File: src/rtl/spi_pkg.sv
// Shared SPI definitions: byte width, counter widths, bus mode and FSM encoding.
// Used by spi_master and its clock generator.
package spi_pkg;

  localparam int unsigned BYTE_W    = 8;
  localparam int unsigned BIT_CNT_W = $clog2(BYTE_W);
  localparam int unsigned DIV_W     = 8;

  // Mode 0: CPOL=0, CPHA=0
  localparam logic [1:0] SPI_MODE  = 2'b00;
  localparam logic       SCLK_IDLE = SPI_MODE[1];

  localparam logic [BIT_CNT_W-1:0] BIT_LAST = BIT_CNT_W'(BYTE_W - 1);

  typedef enum logic [2:0] {
    ST_IDLE  = 3'd0,
    ST_SETUP = 3'd1,
    ST_SHIFT = 3'd2,
    ST_HOLD  = 3'd3,
    ST_GAP   = 3'd4
  } spi_state_e;

endpackage

File: src/rtl/spi_clk_gen.sv
// Half-period tick generator: o_tick_c fires on the last of every CLK_DIV enabled cycles.
// The count restarts from zero whenever i_en is low.
module spi_clk_gen
  import spi_pkg::*;
#(
  parameter int unsigned CLK_DIV = 4
) (
  input  logic clk27m,
  input  logic rst,
  input  logic i_en,
  output logic o_tick_c
);

  localparam logic [DIV_W-1:0] TERM = DIV_W'(CLK_DIV - 1);

  logic [DIV_W-1:0] r_cnt;

  assign o_tick_c = i_en && (r_cnt == TERM);

  always_ff @(posedge clk27m) begin
    if (rst || !i_en || o_tick_c) begin
      r_cnt <= '0;
    end else begin
      r_cnt <= r_cnt + DIV_W'(1);
    end
  end

endmodule

File: src/rtl/spi_master.sv
// Mode-0 SPI master: one byte per frame, MSB first, with setup, hold and inter-frame gap phases
// each one SCLK half-period long.
module spi_master
  import spi_pkg::*;
#(
  parameter int unsigned CLK_DIV = 4
) (
  input  logic              clk27m,
  input  logic              rst,
  input  logic [BYTE_W-1:0] tx_data,
  input  logic              tx_start,
  output logic              busy,
  output logic [BYTE_W-1:0] rx_data,
  output logic              data_valid,
  output logic              sclk,
  output logic              cs,
  output logic              mosi,
  input  logic              miso
);

  spi_state_e           r_state,      w_state_nxt;
  logic [BYTE_W-1:0]    r_tx_sr,      w_tx_sr_nxt;
  logic [BYTE_W-1:0]    r_rx_sr,      w_rx_sr_nxt;
  logic [BIT_CNT_W-1:0] r_bit_cnt,    w_bit_cnt_nxt;
  logic                 r_busy,       w_busy_nxt;
  logic [BYTE_W-1:0]    r_rx_data,    w_rx_data_nxt;
  logic                 r_data_valid, w_data_valid_nxt;
  logic                 r_sclk,       w_sclk_nxt;
  logic                 r_cs,         w_cs_nxt;
  logic                 r_mosi,       w_mosi_nxt;
  logic                 w_en;
  logic                 w_tick;

  assign w_en = (r_state != ST_IDLE);

  spi_clk_gen #(
    .CLK_DIV (CLK_DIV)
  ) u_clk_gen (
    .clk27m   (clk27m),
    .rst      (rst),
    .i_en     (w_en),
    .o_tick_c (w_tick)
  );

  always_ff @(posedge clk27m) begin
    if (rst) begin
      r_state      <= ST_IDLE;
      r_tx_sr      <= '0;
      r_rx_sr      <= '0;
      r_bit_cnt    <= '0;
      r_busy       <= 1'b0;
      r_rx_data    <= '0;
      r_data_valid <= 1'b0;
      r_sclk       <= SCLK_IDLE;
      r_cs         <= 1'b1;
      r_mosi       <= 1'b0;
    end else begin
      r_state      <= w_state_nxt;
      r_tx_sr      <= w_tx_sr_nxt;
      r_rx_sr      <= w_rx_sr_nxt;
      r_bit_cnt    <= w_bit_cnt_nxt;
      r_busy       <= w_busy_nxt;
      r_rx_data    <= w_rx_data_nxt;
      r_data_valid <= w_data_valid_nxt;
      r_sclk       <= w_sclk_nxt;
      r_cs         <= w_cs_nxt;
      r_mosi       <= w_mosi_nxt;
    end
  end

  always_comb begin
    w_state_nxt      = r_state;
    w_tx_sr_nxt      = r_tx_sr;
    w_rx_sr_nxt      = r_rx_sr;
    w_bit_cnt_nxt    = r_bit_cnt;
    w_busy_nxt       = r_busy;
    w_rx_data_nxt    = r_rx_data;
    w_data_valid_nxt = 1'b0;
    w_sclk_nxt       = r_sclk;
    w_cs_nxt         = r_cs;
    w_mosi_nxt       = r_mosi;

    case (r_state)
      ST_IDLE: begin
        if (tx_start) begin
          w_state_nxt   = ST_SETUP;
          w_tx_sr_nxt   = tx_data;
          w_mosi_nxt    = tx_data[BYTE_W-1];
          w_bit_cnt_nxt = '0;
          w_busy_nxt    = 1'b1;
          w_cs_nxt      = 1'b0;
        end
      end

      ST_SETUP: begin
        if (w_tick) begin
          w_state_nxt = ST_SHIFT;
          w_sclk_nxt  = ~SCLK_IDLE;
          w_rx_sr_nxt = {r_rx_sr[BYTE_W-2:0], miso};
        end
      end

      // The first rising edge is issued on SETUP exit; the bit counter wraps on the 8th fall,
      // so a low phase seen with a zero count is the trailing half-period of the last bit.
      ST_SHIFT: begin
        if (w_tick) begin
          if (r_sclk != SCLK_IDLE) begin
            w_sclk_nxt    = SCLK_IDLE;
            w_bit_cnt_nxt = r_bit_cnt + BIT_CNT_W'(1);
            if (r_bit_cnt != BIT_LAST) begin
              w_tx_sr_nxt = {r_tx_sr[BYTE_W-2:0], 1'b0};
              w_mosi_nxt  = r_tx_sr[BYTE_W-2];
            end
          end else if (r_bit_cnt == '0) begin
            w_state_nxt = ST_HOLD;
          end else begin
            w_sclk_nxt  = ~SCLK_IDLE;
            w_rx_sr_nxt = {r_rx_sr[BYTE_W-2:0], miso};
          end
        end
      end

      ST_HOLD: begin
        if (w_tick) begin
          w_state_nxt      = ST_GAP;
          w_cs_nxt         = 1'b1;
          w_rx_data_nxt    = r_rx_sr;
          w_data_valid_nxt = 1'b1;
        end
      end

      ST_GAP: begin
        if (w_tick) begin
          w_state_nxt = ST_IDLE;
          w_busy_nxt  = 1'b0;
        end
      end

      default: begin
        w_state_nxt = ST_IDLE;
      end
    endcase
  end

  assign busy       = r_busy;
  assign rx_data    = r_rx_data;
  assign data_valid = r_data_valid;
  assign sclk       = r_sclk;
  assign cs         = r_cs;
  assign mosi       = r_mosi;

endmodule

File: config.mk
export PLATFORM = sky130hd
export DESIGN_NAME = spi_master
export DESIGN_NICKNAME = d
export VERILOG_FILES = /design/src/rtl/spi_pkg.sv /design/src/rtl/spi_clk_gen.sv /design/src/rtl/spi_master.sv
export SDC_FILE = /design/constraint.sdc
export NUM_CORES = 1
export LEC_CHECK = 0
export BUFFER_PORTS_ARGS = -buffer_cell sky130_fd_sc_hd__buf_2
export CAP_MARGIN = 20
export CORE_MARGIN = 5
export CORE_UTILIZATION = 50
export CTS_CLUSTER_SIZE = 28
export DETAILED_ROUTE_END_ITERATION = 16
export PLACE_DENSITY = 0.71
export SYNTH_ARGS = -nofsm -noshare
export SYNTH_HDL_FRONTEND = slang
export SYNTH_HIERARCHICAL = 1
export SYNTH_SLANG_ARGS = --single-unit
File: constraint.sdc
create_clock -name clk27m -period 4.6 [get_ports clk27m]
set_input_delay 0.92 -clock clk27m [delete_from_list [all_inputs] [get_ports clk27m]]
set_output_delay 0.92 -clock clk27m [all_outputs]
set_load 0.01 [all_outputs]
==> reports/metrics.yaml <==
outcome: "finished, final reports clean"
ys_top_cells_by_area: "dfxtp_1 (44%), mux2i_1 (8.4%), nand2_1 (4.0%)"
clk-insertion-delay-late_ps: 300
hold_viol_final: 0
coreArea_sq_um: 3661
irDropWorstVdd_v: 0.0002714
synth_nets: 212
nNetsFinal: 233
numPortBuffers: 24
place_inst: 258
drive_gt1_frac: 0.2156
ys_types: 42
synth_edf_count: 0
drt-wirelength-per-cell_um: 12.40
worstPathMaxFanout: 11
finalNonFillerCells: 266
fin_hold_ws_ps: 457.2
multi_input_area_sq_um: 958.4
overflow: 0
drtIter0Drc: 31
p_leak_nw: 0.8148
grt_pass1_wl_um: 5658
antenna_cells: 0
yosys.area.top_type: "dfxtp_1"
cts_setup_buffers: 0
cts_tree: "built"
cts.clk_slew.worst_paths_ps: 90
rsz0062_at_grt: "false"
fill_cells: 336
final_common_cell: "dfxtp_1"
clockBufferDepth: 2
rr_worst_depth: 7
synthArstFlopShare: 0
cts_max_level: 2
ant_nets: 0
final_cell_mix: "dfxtp_1 (42), buf_2 (24), nor2_1 (20), nand2_1 (20), mux2i_1 (16)"
critical_path_required_ps: 4830
regArea_sq_um: 840.8
max_freq_mhz: 427.9
grt_usage: 0.1404
syn_area_sq_um: 1897
die_area_sq_um: 5125
worstHoldPathCells: 2
arrival_ps: 2560
synth_seq_cells: 42
slew_violations: 0
tightest_slew_ps: 951.0
fp-row-count: 22
fp.dieH_um: 71.59
dp_hpwl_um: 2274
num_vias: 1359
slowest_stage: "dfxtp_1"
critical-path-max-stage-delay_ps: 590
slew_headroom: 0.3632
grt_pass1_vias: 1324
cts_sinks: 42
p_total_uw: 708.5
holdBufCountCts: 0
finalSetupViolCount: 0
synth-seq-area-share: 0.4433
ys.flop_type: "dfxtp_1"
initial_utilization: 0.5181
grt_max_degree: 39
die_w_um: 71.59
finalCriticalPeriod_ps: 2337
numCtsBuffers: 5
crit_chain: "or3_1 > nand2_1 > nor4_1 > buf_4 > nor3b_2 > nor2b_2 > mux2i_1"
critPathCaptureType: "flop"
cts_root_buf: "clkbuf_8"
ys_warn_count: 6
syn2layout_area_growth_pct: 11.68
route.detailed.drc: 0
hold_path_class: "reg -> reg"
antenna_found_initial: 0
firstDrtPassIters: 4
powerDensity_nw_per_um2: 334.5
clock_skew_ps: 12.27
io_pins: 25
cp-start-kind: "flop"
gp_congestion: 0.7245
drv_cap: 0
criticalPathCategory: "reg -> reg"
totalWireLength_um: 3298
yosysTopAreaCellShare: 0.4433
synth_cells: 196
post_cts_resized: 0
fin_crit_sh: 0.5080
syn_avg_cell_area_sq_um: 9.678
viasPerCell: 5.109
fin_tns_setup_ps: 0
-- worst max-delay path: cells and delay by family, from the launching register on --
family	cells	cell delay (ps)
DFF	1	590
muxes	1	250
and+or+nand+nor	5	1210
buffers and inverters	1	210
-- report_power, final --
group          switching (mW)  internal [mW]
Sequential            0.00615          0.372
Combinational          0.0213         0.0182
Clock                   0.129          0.163
Total                   0.156          0.552
-- path summary, 6_finish.rpt --
kind	startpoint	to	slack, ps
worst min-delay path	rx_data[5]$_SDFFE_PP0P_	rx_data[5]$_SDFFE_PP0P_	460
worst min register to register	rx_data[5]$_SDFFE_PP0P_	rx_data[5]$_SDFFE_PP0P_	460
worst max-delay path	r_state[2]$_SDFFE_PP0P_	r_rx_sr[6]$_SDFFE_PP0P_	2260
worst max register to register	r_state[2]$_SDFFE_PP0P_	r_rx_sr[6]$_SDFFE_PP0P_	2260
-- layer usage --
metal  vias to the layer above  wire [um]  global-route usage
met2                        19       1578              0.2367
li1                        720          -                   -
met1                       616       1545              0.1568
met4                         0         39             0.08768
met3                         4        135             0.03647
met5                         -          0                   0
-- logic make-up (layout without fill, tap and decap cells) --
logic type | count (synthesis) | in the layout | share of synthesized area
AO/OA/AOI/OAI | 33 | 33 | 0.1365
XOR/XNOR | 5 | 5 | 0.02309
adder cells (fa/ha/maj) | 4 | 4 | 0.02639
buffers and inverters | 16 | 38 | 0.05144
flip-flops | 42 | 42 | 0.4433
multiplexers | 16 | 16 | 0.08443
AND/OR/NAND/NOR | 80 | 80 | 0.2348
-- cells in the mapped netlist, types with 2 or more instances --
cell	count
nor2_1	20
nand3_1	6
nand2_1	20
buf_4	3
dfxtp_1	42
o21ai_0	3
mux2i_1	16
or3_1	3
xor2_1	3
nand2b_1	11
a211oi_1	5
a211oi_2	3
o31ai_1	2
buf_2	3
inv_1	5
a21oi_1	13
buf_6	3
xnor2_1	2
nor3b_2	3
nand4b_1	2
ha_1	4
nor3_1	2
nor2b_1	3
-- stage by stage --
stage	setup WS, ps	area, sq um	util
3_3_place_gp	2336	2006	0.5478
6_report	2263	2118	0.5786
2_1_floorplan	2631	1897	-
3_5_place_dp	2208	2006	0.5478
5_1_grt	1983	2118	0.5786
4_1_cts	2179	2118	0.5786
-- layout make-up --
class                      count  area share
clock buffer                   5     0.03249
clock inverter                 3     0.02067
inverter                       5    0.008860
multi-input combinational    138      0.4525
sequential                    42      0.3969
tap                           48     0.02835
timing repair buffer          25     0.06025
-- sequential cells by signal, indices dropped and copies added (netlist names) --
register,count
r_rx_sr,8
data_valid,1
mosi,1
rx_data,8
sclk,1
cs,1
u_clk_gen/r_cnt,8
r_tx_sr,7
r_state,3
r_bit_cnt,3
busy,1
No activity file was read; power rests on OpenSTA's default activity.
